### src/rtl/pwm_fade_sequencer.sv
`default_nettype none
// ============================================================================
//  Module      : pwm_fade_sequencer
//  Description : Multi-channel duty sequencer for a bank of 8-bit PWM
//                generators. Accepts fade commands over valid/ready and
//                ramps each channel's duty one LSB per 'rate' PWM periods
//                toward its target, pulsing 'done' on arrival.
//  Revision    : 1.0 - initial release
// ----------------------------------------------------------------------------
//  Ports
//    clk          in   clock
//    reset        in   asynchronous, active-high reset
//    enable       in   global run enable; low freezes all sequencing
//    cmd_valid    in   command present
//    cmd_ready    out  command can be accepted this cycle (enable && !reset)
//    cmd_ch       in   target channel index (out-of-range is discarded)
//    cmd_target   in   final duty value
//    cmd_rate     in   PWM periods per 1-LSB step; 0 = jump immediately
//    duty_out     out  channel k duty on bits [8k+7:8k]
//    busy         out  per-channel ramp in progress
//    done         out  per-channel one-cycle arrival pulse
//    period_tick  out  one-cycle pulse on the last cycle of each PWM period
// ============================================================================
module pwm_fade_sequencer #(
    parameter int NUM_CH = 4,
    parameter int CH_W   = 2,
    parameter int PERIOD = 255
) (
    input  logic                clk,
    input  logic                reset,
    input  logic                enable,
    input  logic                cmd_valid,
    output logic                cmd_ready,
    input  logic [CH_W-1:0]     cmd_ch,
    input  logic [7:0]          cmd_target,
    input  logic [7:0]          cmd_rate,
    output logic [8*NUM_CH-1:0] duty_out,
    output logic [NUM_CH-1:0]   busy,
    output logic [NUM_CH-1:0]   done,
    output logic                period_tick
);

    localparam logic [15:0] c_last = 16'(PERIOD - 1);

    typedef enum logic {
        ST_IDLE = 1'b0,
        ST_RAMP = 1'b1
    } state_t;

    // ------------------------------------------------------------------------
    // PWM period counter and registered end-of-period tick
    // ------------------------------------------------------------------------
    logic [15:0] r_pcnt;
    logic        r_tick;
    logic [15:0] w_pcnt_next;

    assign cmd_ready   = enable && !reset;
    assign w_pcnt_next = (r_pcnt == c_last) ? 16'd0 : r_pcnt + 16'd1;

    // The tick is computed from the next count so that it is high exactly
    // while the counter sits at PERIOD-1.
    always_ff @(posedge clk or posedge reset) begin
        if (reset) begin
            r_pcnt <= 16'd0;
            r_tick <= 1'b0;
        end else if (!enable) begin
            r_tick <= 1'b0;
        end else begin
            r_pcnt <= w_pcnt_next;
            r_tick <= (w_pcnt_next == c_last);
        end
    end

    assign period_tick = r_tick;

    // ------------------------------------------------------------------------
    // Per-channel ramp engines
    // ------------------------------------------------------------------------
    genvar k;
    generate
        for (k = 0; k < NUM_CH; k++) begin : g_ch
            localparam logic [CH_W-1:0] c_idx = CH_W'(k);

            state_t     r_state;
            logic [7:0] r_duty;
            logic [7:0] r_tgt;
            logic [7:0] r_rate;
            logic [7:0] r_rc;
            logic       r_busy;
            logic       r_done;

            logic       w_hit;
            logic       w_jump;
            logic       w_rc_wrap;
            logic [7:0] w_duty_step;

            assign w_hit     = cmd_valid && enable && (cmd_ch == c_idx);
            assign w_jump    = (cmd_rate == 8'd0) || (cmd_target == r_duty);
            assign w_rc_wrap = (r_rc == r_rate - 8'd1);
            // In RAMP duty never equals target, so the step direction is
            // unambiguous and the result cannot overshoot or wrap.
            assign w_duty_step = (r_duty < r_tgt) ? r_duty + 8'd1
                                                  : r_duty - 8'd1;

            always_ff @(posedge clk or posedge reset) begin
                if (reset) begin
                    r_state <= ST_IDLE;
                    r_duty  <= 8'd0;
                    r_tgt   <= 8'd0;
                    r_rate  <= 8'd0;
                    r_rc    <= 8'd0;
                    r_busy  <= 1'b0;
                    r_done  <= 1'b0;
                end else if (!enable) begin
                    r_done <= 1'b0;
                end else begin
                    r_done <= 1'b0;
                    // A command takes priority over a coincident tick; the
                    // tick is simply not applied to this channel.
                    if (w_hit) begin
                        r_tgt <= cmd_target;
                        r_rc  <= 8'd0;
                        if (w_jump) begin
                            r_duty  <= cmd_target;
                            r_state <= ST_IDLE;
                            r_busy  <= 1'b0;
                            r_done  <= 1'b1;
                        end else begin
                            r_rate  <= cmd_rate;
                            r_state <= ST_RAMP;
                            r_busy  <= 1'b1;
                        end
                    end else if (r_state == ST_RAMP && r_tick) begin
                        if (w_rc_wrap) begin
                            r_rc   <= 8'd0;
                            r_duty <= w_duty_step;
                            if (w_duty_step == r_tgt) begin
                                r_state <= ST_IDLE;
                                r_busy  <= 1'b0;
                                r_done  <= 1'b1;
                            end
                        end else begin
                            r_rc <= r_rc + 8'd1;
                        end
                    end
                end
            end

            assign duty_out[8*k +: 8] = r_duty;
            assign busy[k]            = r_busy;
            assign done[k]            = r_done;
        end
    endgenerate

endmodule
`default_nettype wire

### config.mk
export PLATFORM = sky130hd
export DESIGN_NAME = pwm_fade_sequencer
export DESIGN_NICKNAME = d
export VERILOG_FILES = /design/src/rtl/pwm_fade_sequencer.sv
export SDC_FILE = /design/constraint.sdc
export NUM_CORES = 1
export LEC_CHECK = 0
export ABC_AREA = 1
export CORE_MARGIN = 5
export CORE_UTILIZATION = 40
export CTS_BUF_LIST = sky130_fd_sc_hd__clkbuf_16
export DETAILED_ROUTE_END_ITERATION = 16
export HOLD_SLACK_MARGIN = 0.08
export SLEW_MARGIN = 20
export SYNTH_ARGS = -nofsm -noshare
export SYNTH_HDL_FRONTEND = slang
export SYNTH_SLANG_ARGS = --single-unit
export TNS_END_PERCENT = 10
### constraint.sdc
create_clock -name clk -period 5.4 [get_ports clk]
set_clock_uncertainty 0.1 [all_clocks]
set_input_delay 0.54 -clock clk [delete_from_list [all_inputs] [get_ports clk]]
set_output_delay 0.54 -clock clk [all_outputs]
set_load 0.05 [all_outputs]
==> flow_metrics.py, run 1 <==
metrics = {
    "outcome": {
        "outcome": "finished clean",
    },
    "worst_hold_path": {
        "hold_depth": 2,
        "hold_end": "g_ch[2].r_tgt[0]",
        "min-delay-start": "g_ch[2].r_tgt[0]",
        "hold_path_class": "reg2reg",
    },
    "cts": {
        "post_cts_resized": 0,
        "post_cts_buffers": 0,
        "root_buffer": "clkbuf_16",
        "cts.sinks": 153,
        "cts_buffer_depth": 2,
        "htree_levels": 4,
        "clkTransAtPathRegs_ns": 0.06,
        "hold_buffers": 0,
        "cts_tree": "built",
        "clk_latency_ns": 0.43,
        "cts-buffers-inserted": 17,
    },
    "placement": {
        "routabilityCongestion": 0.914,
        "dp_hpwl_um": 21500,
        "placement.io_buffers": 63,
        "placed_area_sq_um": 12000,
        "numPlacedInstances": 1916,
    },
    "synth": {
        "synth_area_leaders": "dfrtp_1 35%, nand2_1 14%, ha_1 7.9%, inv_1 6.2%, nand3_1 5.6%",
        "yosysWarnings": 0,
        "synth-edff-count": 0,
        "yosys.area_share.adder_pct": 8.63,
        "yosysSeqAreaShare_pct": 34.5,
        "synth_fp_nets": 1599,
        "synth_top_family_by_area": "simple AND/OR/NAND/NOR gates",
        "syn_area_sq_um": 11100,
        "synthCells": 1503,
        "synth_compound_area_share_pct": 9.91,
        "synth_top_cell_by_area": "dfrtp_1",
        "synth_xor_xnor_area_share_pct": 6.89,
        "async_flop_share_pct": 100,
        "yosys_most_used_dff": "dfrtp_1",
        "avgSynthCellArea_sq_um": 7.37,
        "synth_top_area_share_pct": 34.5,
        "ys_types": 48,
        "yosys.area_share.simple_pct": 31.1,
        "synthMuxAreaShare_pct": 0.0903,
        "ys_ff_latch": 153,
    },
    "sta": {
        "slew_viol_final": 0,
        "period_minus_slack_ns": 3.50,
        "rsz0062_at_grt": "no",
        "hold_viol_final": 0,
        "fmax_mhz": 285,
        "tns_ns": 0,
        "setup_viol": 0,
        "timing.slew.headroom_pct": 44.4,
        "timing.final.crit_share_pct": 64.9,
        "tightestPinTransition_ns": 0.833,
    },
    "global_route": {
        "grt_pass1_wl_um": 47300,
        "grt_pass1_vias": 9502,
        "antenna_found_initial": 0,
        "grt-ovfl-total": 0,
        "grt_use_total_pct": 18.7,
        "grt_max_degree": 83,
    },
    "floorplanning": {
        "design.die.area_sq_um": 31100,
        "die_x_um": 176,
        "die_h_um": 176,
        "coreArea_sq_um": 27600,
        "start_util_pct": 40.2,
        "row_count": 61,
        "num_io_pins": 64,
    },
    "drt": {
        "dr.pass1.iters": 7,
        "drt_iter0_markers": 573,
        "finalWirelength_um": 28300,
        "vias_per_cell": 4.98,
        "drcViolationCount": 0,
        "vias": 9694,
        "ant_nets": 0,
        "wl_per_cell_um": 14.5,
    },
    "cells_and_area": {
        "syn2layout_area_growth_pct": 13.6,
        "final_cell_mix": "425 x nand2_1, 182 x inv_1, 153 x dfrtp_1",
        "layout_commonest_cell": "nand2_1",
        "diodes": 0,
        "nNetsFinal": 1653,
        "drive_gt1_share_pct": 7.52,
        "fin_area_sq_um": 12600,
        "fin_cells": 1948,
    },
    "power_and_ir_drop": {
        "leakage_nw": 6.34,
        "fin_total_pwr_mw": 3.81,
        "powerDensity_nw_per_um2": 302,
        "vdd_ir_drop_max_v": 0.000208,
    },
    "critical_path": {
        "r2r-end": "g_ch[3].r_busy",
        "end_kind": "register",
        "cp_data_arrival_time_ns": 3.71,
        "crit_required_ns": 5.61,
        "reg2reg_slack_ns": 1.90,
        "path_cells": "ha_1 > a21o_1 > nor2_1 > nand2_1 > ha_1 > a21oi_1 > nand2_1 > nand2_1 > nand3_1 > nand3_1 > nand2_1 > nor2_1 > nand4_1 > nand2_1 > nand2_1 > nand2_1 > nand2_1",
        "reg2reg_depth": 17,
        "cp_num_buf_inv": 0,
        "slowest_delay_ns": 0.49,
        "slowest_stage": "dfrtp_1",
        "crit_fanout": 10,
        "startpoint_type": "register",
        "critPathKind": "reg2reg",
        "path_delay_family": "simple AND/OR/NAND/NOR gates",
        "path_common_cell": "nand2_1",
        "path_depth": 17,
        "r2r_start": "g_ch[3].r_duty[7]",
    },
    "flow_run": {
        "maxCapViolCount": 0,
    },
}
## layout make-up
class,count,area (sq um)
repair buffers,69,676
inverters,197,744
well taps,378,473
flip-flops and latches,153,3830
multi-input cells,1119,6280
clock buffers,17,425
clock inverters,15,165
fillers,2734,15000
## worst max-delay path by stage
stage / to / startpoint / slack (ns)
after floorplan: g_ch[0].r_busy / reset / 0.64
after global placement: g_ch[3].r_busy / g_ch[3].r_duty[7] / 1.96
after detailed placement: g_ch[3].r_busy / g_ch[3].r_duty[7] / 1.92
after CTS: g_ch[1].r_busy / g_ch[1].r_duty[0] / 1.90
after global routing: g_ch[1].r_busy / g_ch[1].r_duty[0] / 1.49
final: g_ch[3].r_busy / g_ch[3].r_duty[7] / 1.90
## through the flow
step	hold WS, ns	setup slack [ns]	util [%]
detailed placement	0.387	1.92	43.6
global placement	0.385	1.96	43.6
finish	0.404	1.90	45.7
CTS	0.402	1.90	45.7
global route	0.430	1.49	45.7
floorplan	0.346	0.639	-
## cell families (layout without fill, tap and decap cells)
| group | count (synthesis) | count (layout) |
|---|---|---|
| AND/OR/NAND/NOR | 770 | 770 |
| buffers and inverters | 231 | 298 |
| AO/OA/AOI/OAI | 190 | 190 |
| flip-flops | 153 | 153 |
| XOR/XNOR | 84 | 84 |
| adder cells (fa/ha/maj) | 74 | 74 |
| multiplexers | 1 | 1 |
## where the power goes
group          total [mW]  leakage [nW]  internal, mW  switching (mW)
combinational        1.07          4.12         0.422           0.652
clock                1.22         0.283         0.691           0.525
sequential           1.52          1.94          1.33           0.185
## per-layer routing
| layer | up-vias | global-route usage [%] | share of wire [%] |
|---|---|---|---|
| li1 | 4961 | - | - |
| met4 | 0 | 5.22 | 2.0 |
| met5 | - | 0 | 0 |
| met2 | 183 | 32.4 | 49 |
| met3 | 45 | 2.96 | 3.7 |
| met1 | 4505 | 24.3 | 45 |
## sequential cells by signal, indices dropped and copies added (netlist names)
signal	cells
g_ch.r_rate	32
r_pcnt	16
g_ch.r_tgt	32
g_ch.r_duty	32
period_tick	1
g_ch.r_done	4
g_ch.r_rc	32
g_ch.r_busy	4
## cells in the mapped netlist (3+ instances only)
library cell and instances:
nand2_1 425, or2_2 11, buf_6 4, nand3_2 5, or2_1 3, o21a_1 3
a21o_1 6, buf_4 16, nor2_1 114, inv_2 14, nor2_4 4, nand3_1 123
ha_1 70, clkbuf_1 8, nor3_1 7, xor2_1 55, nor3_2 4, nand3b_4 3
a21oi_1 42, nand4_1 37, o21ai_0 98, o211ai_1 3, buf_2 5, nor4_1 5
nand2_2 4, o22ai_1 3, nand2b_1 4, xnor2_1 27, a21oi_2 3, o21bai_1 6
o21ai_2 22, nor2_2 5, fa_1 4, nand3b_1 8, dfrtp_1 153, inv_1 183
## tightest hold or removal path: cells and delay by family, from the launching register on
family / cells / cell delay, ns
AND/OR/NAND/NOR: 2 / 0.11
flip-flops: 1 / 0.36
Power figures use the tool's default switching activity.
==> inputs of run 2 (changes only) <==
clock period = 3.08 ns   (was 5.4 ns; I/O delays follow)
==> run 2 against run 1 <==
  * Register-to-register slack worse by 1.9 ns
  * Critical path depth grew 5
  * Worst hold slack worse by 0.13 ns
  * Largest cell class unchanged
  * Maximum frequency grew 15%
  * Final cell count up 5.6%
  * Non-clock buffer count up 110
  * Global-route usage increased by 0.24 points
==> flow_metrics.py, run 2 (synthesis results as in run 1) <==
metrics = {
    "outcome": {
        "outcome": "finished clean",
    },
    "power_and_ir_drop": {
        "p_switching_mw": 2.54,
        "swShare_pct": 36.8,
        "vdd_ir_drop_max_v": 0.000414,
        "leakage_nw": 6.89,
        "seqPwrFrac_pct": 38.0,
        "internal-power_mw": 4.36,
        "fin_total_pwr_mw": 6.91,
        "p_clk_share_pct": 29.2,
        "powerDensity_nw_per_um2": 496,
        "combPwrFrac_pct": 32.8,
    },
    "critical_path": {
        "crit_required_ns": 3.28,
        "cp_num_buf_inv": 2,
        "slowest_stage": "fa_2",
        "r2r_start": "g_ch[2].r_tgt[1]",
        "path_delay_family": "simple AND/OR/NAND/NOR gates",
        "reg2reg_depth": 22,
        "end_kind": "register",
        "reg2reg_slack_ns": 0.03,
        "path_common_cell": "nand2_2",
        "crit_fanout": 3,
        "path_cells": "inv_2 > ha_4 > nand2_2 > nand2_2 > nand2_2 > nand2_2 > nand2_2 > nand2_4 > inv_2 > fa_2 > a21oi_2 > o21ai_2 > nor2_2 > nand2_1 > nor2_1 > nand2_1 > nor2_2 > nand4_1 > nand2_1 > nand2_2 > nand2_1 > nand2_1",
        "r2r-end": "g_ch[2].r_busy",
        "slowest_delay_ns": 0.47,
        "critPathKind": "reg2reg",
        "startpoint_type": "register",
        "cp_data_arrival_time_ns": 3.26,
    },
    "sta": {
        "hold_viol_final": 0,
        "fmax_mhz": 327,
        "rsz0062_at_grt": "yes",
        "timing.slew.headroom_pct": 59.0,
        "timing.final.crit_share_pct": 99.2,
        "period_minus_slack_ns": 3.05,
        "slew_viol_final": 0,
        "tightestPinTransition_ns": 0.613,
        "setup_viol": 0,
    },
    "worst_hold_path": {
        "hold_path_class": "in2async",
    },
    "cells_and_area": {
        "drive_gt1_share_pct": 20.8,
        "fin_cells": 2058,
        "nNetsFinal": 1763,
        "fillers": 2667,
        "diodes": 0,
        "final_cell_mix": "393 x nand2_1, 163 x inv_1, 153 x dfrtp_1",
        "layout_commonest_cell": "nand2_1",
        "syn2layout_area_growth_pct": 25.7,
    },
    "drt": {
        "drcViolationCount": 0,
        "wl_per_cell_um": 14.4,
        "ant_nets": 0,
        "drt_iter0_markers": 572,
        "finalWirelength_um": 29500,
        "vias_per_cell": 4.94,
        "dr.pass1.iters": 5,
        "vias": 10200,
    },
    "global_route": {
        "grt_pass1_vias": 9947,
        "grt_pass1_wl_um": 48300,
        "grtUsageMet3_pct": 2.96,
        "grt.met2_usage_pct": 32.0,
        "grt_max_degree": 86,
        "grt_use_total_pct": 18.9,
        "grt-ovfl-total": 0,
        "grt_use_met1_pct": 25.2,
        "antenna_found_initial": 0,
        "gr-max-usage-layer": "met2",
    },
    "cts": {
        "clk_latency_ns": 0.42,
        "cts_buffer_depth": 2,
        "clkTransAtPathRegs_ns": 0.07,
        "cts_tree": "built",
        "cts-buffers-inserted": 17,
        "hold_buffers": 0,
        "cts.sinks": 153,
        "root_buffer": "clkbuf_16",
        "htree_levels": 4,
    },
    "placement": {
        "dp_hpwl_um": 22100,
        "placement.io_buffers": 63,
        "numPlacedInstances": 2009,
        "routabilityCongestion": 0.871,
    },
    "floorplanning": {
        "start_util_pct": 40.2,
        "die_h_um": 176,
        "coreArea_sq_um": 27600,
        "row_count": 61,
        "design.die.area_sq_um": 31100,
        "die_x_um": 176,
        "num_io_pins": 64,
    },
    "flow_run": {
        "maxCapViolCount": 0,
    },
}
run 2: cell types whose count changed in the layout (fill, tap and decap cells not counted), sizes merged:
cell	previous run	this run
buf	6	117
bufinv	2	0
inv	203	205
clkdlybuf4s50	63	62
run 2: layout make-up:
cell class	count	area, sq um	area share [%]
Multi-Input combinational cell	1119	6780	48.7
Inverter	197	743	5.33
Clock inverter	15	136	0.979
Clock buffer	17	425	3.05
Tap cell	378	473	3.39
Timing Repair Buffer	179	1540	11.1
Sequential cell	153	3830	27.5
run 2: repair_timing:
action,4_1_cts,5_1_grt
gates resized for setup,7,128
setup buffers,1,16
endpoints found under the setup margin,9,13
pin swaps,3,58
run 2: metal layers:
layer	vias up	part of all wire, %	wire (um)
met5	-	0	0
met4	0	2.3	683
met3	44	3.2	938
met2	164	48	14100
met1	4764	47	13800
li1	5188	-	-
run 2: how the worst max path moves through the flow:
stage | from | endpoint | slack (ns) | depth (start not counted)
after global routing | g_ch[2].r_tgt[1] | g_ch[2].r_busy | -0.11 | 22
after floorplan | g_ch[0].r_duty[7] | g_ch[0].r_busy | -0.10 | 17
after CTS | g_ch[2].r_tgt[5] | g_ch[2].r_busy | -0.03 | 20
final | g_ch[2].r_tgt[1] | g_ch[2].r_busy | 0.03 | 22
after detailed placement | g_ch[2].r_tgt[5] | g_ch[2].r_busy | -0.14 | 20
after global placement | g_ch[2].r_tgt[5] | g_ch[2].r_busy | -0.14 | 20
run 2: per-stage QoR:
stage               area, sq um  setup slack (ns)  hold WS, ns  TNS, ns  utilization (%)
global placement          12700            -0.139        0.364   -0.341             46.2
global route              13900            -0.114        0.334   -0.453             50.6
detailed placement        12700            -0.144        0.368   -0.573             46.2
finish                    13900            0.0258        0.279        0             50.6
floorplan                 11100            -0.102        0.318   -0.432                -
CTS                       13300           -0.0280        0.302  -0.0446             48.3
run 2: power by group through the flow:
| stage | clock, mW | sequential [mW] | combinational [mW] |
|---|---|---|---|
| floorplan | 0 | 2.66 | 1.44 |
| global placement | 0 | 2.64 | 2.02 |
| detailed placement | 0 | 2.65 | 2.06 |
| CTS | 2.07 | 2.62 | 2.08 |
| global route | 2.15 | 2.67 | 2.58 |
| finish | 2.02 | 2.62 | 2.26 |
run 2: worst reg2reg max path: cells and delay by family (launching register included):
family	cells	cell delay, ns
AOI/OAI and AO/OA	2	0.24
DFF	1	0.41
adders and majority gates	2	0.73
and+or+nand+nor	16	1.32
buffers and inverters	2	0.12
